[config.mk]
export PLATFORM = sky130hd
export DESIGN_NAME = wb_slave_regfile
export DESIGN_NICKNAME = d
export VERILOG_FILES = /design/src/rtl/wb_slave_pkg.sv /design/src/rtl/wb_slave_regfile_mem.sv /design/src/rtl/wb_slave_regfile.sv
export SDC_FILE = /design/constraint.sdc
export NUM_CORES = 1
export LEC_CHECK = 0
export BUFFER_PORTS_ARGS = -buffer_cell sky130_fd_sc_hd__clkbuf_2
export CAP_MARGIN = 15
export CELL_PAD_IN_SITES_DETAIL_PLACEMENT = 0
export CELL_PAD_IN_SITES_GLOBAL_PLACEMENT = 2
export CORE_UTILIZATION = 40
export DETAILED_ROUTE_END_ITERATION = 8
export PLACE_DENSITY_LB_ADDON = 0.1
export RECOVER_POWER = 50
export SETUP_SLACK_MARGIN = 0.15
export SYNTH_ARGS = -nofsm -noshare
export SYNTH_HDL_FRONTEND = slang
export SYNTH_SLANG_ARGS = --single-unit
[constraint.sdc]
create_clock -name clk -period 11.65 [get_ports clk]
set_input_delay 1.7475 -clock clk [delete_from_list [all_inputs] [get_ports clk]]
set_output_delay 1.7475 -clock clk [all_outputs]
set_load 0.02 [all_outputs]
[src/rtl/wb_slave_pkg.sv]
// rtl/wb_slave_pkg.sv - shared types and default parameters for the wishbone register file
package wb_slave_pkg;

    typedef enum logic [1:0] {
        IDLE,
        WAIT,
        RESP
    } state_t;

    typedef enum logic [1:0] {
        ACK,
        ERR,
        RTY
    } term_t;

    localparam logic [31:0] DEF_BASE_ADDR   = 32'h0000_1000;
    localparam int          DEF_DEPTH       = 16;
    localparam int          DEF_WAIT_CYCLES = 1;

endpackage

[src/rtl/wb_slave_regfile_mem.sv]
// rtl/wb_slave_regfile_mem.sv - DEPTH x (32 data + 16 tag) storage, byte-enabled write, combinational read
module wb_slave_regfile_mem #(
    parameter int DEPTH = 16,
    parameter int AW    = $clog2(DEPTH)
) (
    input  logic          clk,
    input  logic          clr,
    input  logic          we,
    input  logic [AW-1:0] waddr,
    input  logic [3:0]    wsel,
    input  logic [31:0]   wdata,
    input  logic [15:0]   wtag,
    input  logic [AW-1:0] raddr,
    output logic [31:0]   rdata,
    output logic [15:0]   rtag
);

    logic [31:0] data_q [DEPTH];
    logic [15:0] tag_q  [DEPTH];

    // Clear hits every entry in the same cycle so reset never needs a sweep.
    always_ff @(posedge clk) begin
        if (clr) begin
            for (int i = 0; i < DEPTH; i++) begin
                data_q[i] <= '0;
                tag_q[i]  <= '0;
            end
        end else if (we) begin
            for (int b = 0; b < 4; b++) begin
                if (wsel[b]) begin
                    data_q[waddr][8*b +: 8] <= wdata[8*b +: 8];
                end
            end
            if (|wsel) begin
                tag_q[waddr] <= wtag;
            end
        end
    end

    assign rdata = data_q[raddr];
    assign rtag  = tag_q[raddr];

endmodule

[src/rtl/wb_slave_regfile.sv]
// rtl/wb_slave_regfile.sv - wishbone slave register file with wait states, error decode and retry
module wb_slave_regfile
    import wb_slave_pkg::*;
#(
    parameter logic [31:0] BASE_ADDR   = DEF_BASE_ADDR,
    parameter int          DEPTH       = DEF_DEPTH,
    parameter int          WAIT_CYCLES = DEF_WAIT_CYCLES
) (
    input  logic        clk,
    input  logic        rst,
    input  logic        CYC_I,
    input  logic        STB_I,
    input  logic        WE_I,
    input  logic [31:0] ADR_I,
    input  logic [31:0] DAT_I,
    input  logic [3:0]  SEL_I,
    input  logic [15:0] TGD_I,
    input  logic        busy_i,
    output logic [31:0] DAT_O,
    output logic [15:0] TGD_O,
    output logic        ACK_O,
    output logic        ERR_O,
    output logic        RTY_O
);

    localparam int          AW        = $clog2(DEPTH);
    localparam logic [31:0] DEPTH_W   = 32'(DEPTH);
    localparam logic [3:0]  WAIT_LOAD = 4'((WAIT_CYCLES > 0) ? WAIT_CYCLES - 1 : 0);

    state_t      state;
    logic [3:0]  cnt;
    logic        cap_we;
    logic [31:0] cap_adr;
    logic [31:0] cap_dat;
    logic [3:0]  cap_sel;
    logic [15:0] cap_tgd;

    logic [31:0] offs;
    logic        addr_err;
    term_t       term;
    logic        live;
    logic [31:0] rdata;
    logic [15:0] rtag;

    always_ff @(posedge clk) begin
        if (rst) begin
            state   <= IDLE;
            cnt     <= '0;
            cap_we  <= 1'b0;
            cap_adr <= '0;
            cap_dat <= '0;
            cap_sel <= '0;
            cap_tgd <= '0;
        end else begin
            case (state)
                IDLE: begin
                    if (CYC_I && STB_I) begin
                        cap_we  <= WE_I;
                        cap_adr <= ADR_I;
                        cap_dat <= DAT_I;
                        cap_sel <= SEL_I;
                        cap_tgd <= TGD_I;
                        cnt     <= WAIT_LOAD;
                        state   <= (WAIT_CYCLES > 0) ? WAIT : RESP;
                    end
                end
                WAIT: begin
                    if (!CYC_I) begin
                        state <= IDLE;
                        cnt   <= '0;
                    end else if (cnt == 4'd0) begin
                        state <= RESP;
                    end else begin
                        cnt <= cnt - 4'd1;
                    end
                end
                RESP:    state <= IDLE;
                default: state <= IDLE;
            endcase
        end
    end

    // Subtraction is unsigned, so addresses below BASE_ADDR are rejected explicitly rather than wrapping.
    assign offs     = cap_adr - BASE_ADDR;
    assign addr_err = (cap_adr[1:0] != 2'b00) || (cap_adr < BASE_ADDR) || ((offs >> 2) >= DEPTH_W);

    always_comb begin
        term = ACK;
        if (addr_err) begin
            term = ERR;
        end else if (busy_i) begin
            term = RTY;
        end
    end

    // Termination is driven during RESP only while the master still holds CYC_I.
    assign live  = !rst && (state == RESP) && CYC_I;
    assign ACK_O = live && (term == ACK);
    assign ERR_O = live && (term == ERR);
    assign RTY_O = live && (term == RTY);

    assign DAT_O = (ACK_O && !cap_we) ? rdata : 32'h0;
    assign TGD_O = (ACK_O && !cap_we) ? rtag  : 16'h0;

    wb_slave_regfile_mem #(
        .DEPTH (DEPTH),
        .AW    (AW)
    ) u_mem (
        .clk   (clk),
        .clr   (rst),
        .we    (ACK_O && cap_we),
        .waddr (offs[AW+1:2]),
        .wsel  (cap_sel),
        .wdata (cap_dat),
        .wtag  (cap_tgd),
        .raddr (offs[AW+1:2]),
        .rdata (rdata),
        .rtag  (rtag)
    );

endmodule

==> metrics.cfg <==
[run_status]
status = complete, but fails checks
violations = capacitance limit, slew limit

[setup_path]
ff2ff_path_depth = 8
r2r-end = u_mem.data_q[4][14]$_SDFFCE_PN0P_
cp-end-kind = flop
critPathMaxFanout = 154
setup.worst_path.start = cap_adr[12]$_SDFFE_PP0P_
rr_startpoint = cap_adr[12]$_SDFFE_PP0P_
cp_data_arrival_time_ps = 7970
crit_type = flop to flop
start_kind = flop
reg2reg_setup_slack_ps = 3820
critPathRequiredTime_ps = 11790
endpoint = u_mem.data_q[4][14]$_SDFFCE_PN0P_

[power]
internal_power_mw = 5.58
clkPwrFrac_pct = 44.5
irDropWorstVdd_uv = 112
netSwitchingFraction_pct = 22.8
seq_power_share_pct = 48.7
leakagePower_nw = 13.5
p_comb_share_pct = 6.9
power.density_nw_per_um2 = 159
switching_power_mw = 1.65

[timing]
holdWs_ps = 453
drv_slew = 853
finalSetupTns_ps = 0
worst_pin_slew_ps = 4290
max_slew_margin_pct = -186
min_period_over_period_pct = 67.2
rsz0062_at_grt = no
finClkSkew_ps = 22.9
max_freq_mhz = 128
hold_viol = 0
period_needed_ps = 7830
finalSetupViolCount = 0

[detailed_routing]
route.detailed.drc = 0
dr.first_iter.drc_count = 2687
wirelength_mm = 135
num_vias = 27351
antenna_left = 0
vias_per_cell = 6.27
post_drt_wl_per_cell_um = 30.9
drt_pass1_iterations = 5

[synth]
synth_xor_area_share_pct = 0
synth-adder-area-share_pct = 0.0617
synth_top_area_cell = edfxtp_1
ys_top_cells_by_area = edfxtp_1, mux4_2, nor4b_1
synth_top_area_share_pct = 56.9
yosysWarningCount = 0
synth_edf_count = 768
synth_area_per_cell_um2 = 13.7
syn_inst = 2949
seq_area_frac_synth_pct = 61.4
yosys.area_share.simple_pct = 19.0
synth_cell_types = 47
synth_top_family_by_area = simple AND/OR/NAND/NOR gates
synth_seq_cells = 859
synthFlopType = edfxtp_1
ys_async_sr_fraction_pct = 0
synth_fp_nets = 3041
synth_compound_area_share_pct = 2.48
synth_area_um2 = 40500
synthMuxAreaShare_pct = 13.4

[cells_and_area]
area_growth_pct = 12.5
n_antenna_cell = 0
layout.cells.non_filler = 4365
nets = 3020
post-route-cell-area_um2 = 45600
final_core_util_pct = 45.5
drive_above_1_share_pct = 22.2

[clock_tree]
cts_inserted_buffers = 99
clock_latency_ps = 670
cts_buffer_depth = 3
cts_hold_buffers = 0
clkTransAtPathRegs_ps = 60
cts_sinks = 859
post_cts_buffers = 0
root_buffer = clkbuf_16
h-tree-depth = 3
postCtsResizedCells = 0
cts_tree = yes

[floorplan]
rows = 116
dieArea_um2 = 103000
io_pins = 141
core_area_um2 = 100000
dieWidth_um = 320
start_util_pct = 40.4
fp.dieH_um = 320

[job]
cap_violations = 23

[grt]
grt.overflow.total = 0
grt_use_total_pct = 26.3
grt_antenna_before_repair = 1
grt_pass1_vias = 27714
grt_pass1_wl_mm = 197
grt_start_max_net_pins = 197

[placement]
numPortBuffers = 140
placed_area_um2 = 42600
place_congestion = 0.783
dp_hpwl_mm = 81.3
dp.cells = 4178

[min_path]
min_path_type = flop to flop

==> cell usage after synthesis (2+ instances only) <==
library cell and instances:
nor4b_1 222, nand2_1 283, nor2_1 60, nor2b_1 4
nor3_1 354, or2_2 35, o31ai_1 28, a211oi_1 2
or3_1 8, a21oi_1 89, buf_2 59, nand2b_1 3
dfxtp_1 91, nor3b_1 51, edfxtp_1 768, clkbuf_1 273
mux4_2 240, ha_1 2, o41ai_1 8, nor4_1 164
nand3b_1 5, nand3_1 49, buf_1 40, and2_1 2
and2_0 2, inv_1 3, o21ai_0 46, nand4bb_1 2
nand4_1 4, nor4b_2 35
==> per-stage QoR <==
stage               power [mW]  setup WS, ps
floorplan                 3.86          6480
CTS                       7.28          5900
detailed placement        4.09          5710
finish                    7.23          3820
global placement          4.08          5950
global route              7.43          3280
==> per-layer routing <==
layer	up-vias	part of all wire (%)	track usage [%]	wire length (um)
li1	11708	-	-	-
met5	-	0.0089	0	12
met1	14270	42	35.7	56400
met4	2	2.7	6.74	3670
met3	215	6.1	3.39	8250
met2	1156	49	44.5	66700
==> power by group through the flow <==
stage | Combinational (mW) | Sequential [mW] | Clock [mW]
6_report | 0.499 | 3.52 | 3.21
3_3_place_gp | 0.503 | 3.58 | 0
3_5_place_dp | 0.506 | 3.58 | 0
5_1_grt | 0.525 | 3.53 | 3.37
4_1_cts | 0.507 | 3.52 | 3.26
2_1_floorplan | 0.319 | 3.54 | 0
==> cells in the final DEF (no fill, tap or decap), types with 51 or more instances in the layout <==
cell	synthesis	routed
clkbuf_2	0	141
nor3_1	354	353
nor2_1	60	60
nor4b_1	222	252
nor3b_1	51	51
mux4_2	240	240
nand2_1	283	282
dfxtp_1	91	88
nor4_1	164	164
clkbuf_16	0	101
clkbuf_1	273	61
edfxtp_1	768	768
buf_4	0	61
a21oi_1	89	88
==> cells by family (layout without fill, tap and decap cells) <==
group / count (synthesis) / in the layout
simple gates: 1292 / 1292
flops: 859 / 859
buf+inv: 377 / 436
mux: 242 / 242
compound gates: 177 / 177
fa+ha+maj: 2 / 2
==> state kept, by name, indices dropped and copies added, names as in the netlist <==
| name | cells |
|---|---|
| u_mem.data_q | 512 |
| u_mem.tag_q | 256 |
| cap_adr | 32 |
| cap_dat | 32 |
| cap_tgd | 16 |
| cap_sel | 4 |
| cnt | 4 |
| state | 2 |
| cap_we | 1 |
==> final cells by class <==
class	instances	area, um2
fill	9103	54700
sequential	859	24900
multi-input combinational	1713	14200
clock buffer	131	2730
tap	1357	1700
timing repair buffer	251	1470
clock inverter	50	597
inverter	4	15.0
==> critical path, stage by stage (launching register included) <==
cell and delay, ps:
dfxtp_1 350, nor4b_1 150, and4_1 360, o2111ai_4 130
clkbuf_1 1360, buf_12 540, buf_4 550, clkbuf_1 2410
o21ai_1 1190
==> worst min-delay path by stage <==
stage,start,endpoint,slack [ps],depth (start not counted)
floorplan,cap_adr[26]$_SDFFE_PP0P_,cap_adr[26]$_SDFFE_PP0P_,430,2
global placement,cap_adr[26]$_SDFFE_PP0P_,cap_adr[26]$_SDFFE_PP0P_,440,2
detailed placement,cap_adr[22]$_SDFFE_PP0P_,cap_adr[22]$_SDFFE_PP0P_,450,2
CTS,cap_adr[22]$_SDFFE_PP0P_,cap_adr[22]$_SDFFE_PP0P_,460,2
global route,cap_adr[26]$_SDFFE_PP0P_,cap_adr[26]$_SDFFE_PP0P_,470,2
finish,cap_adr[23]$_SDFFE_PP0P_,cap_adr[23]$_SDFFE_PP0P_,450,2
Note: power is estimated with default switching activity, not from simulation.
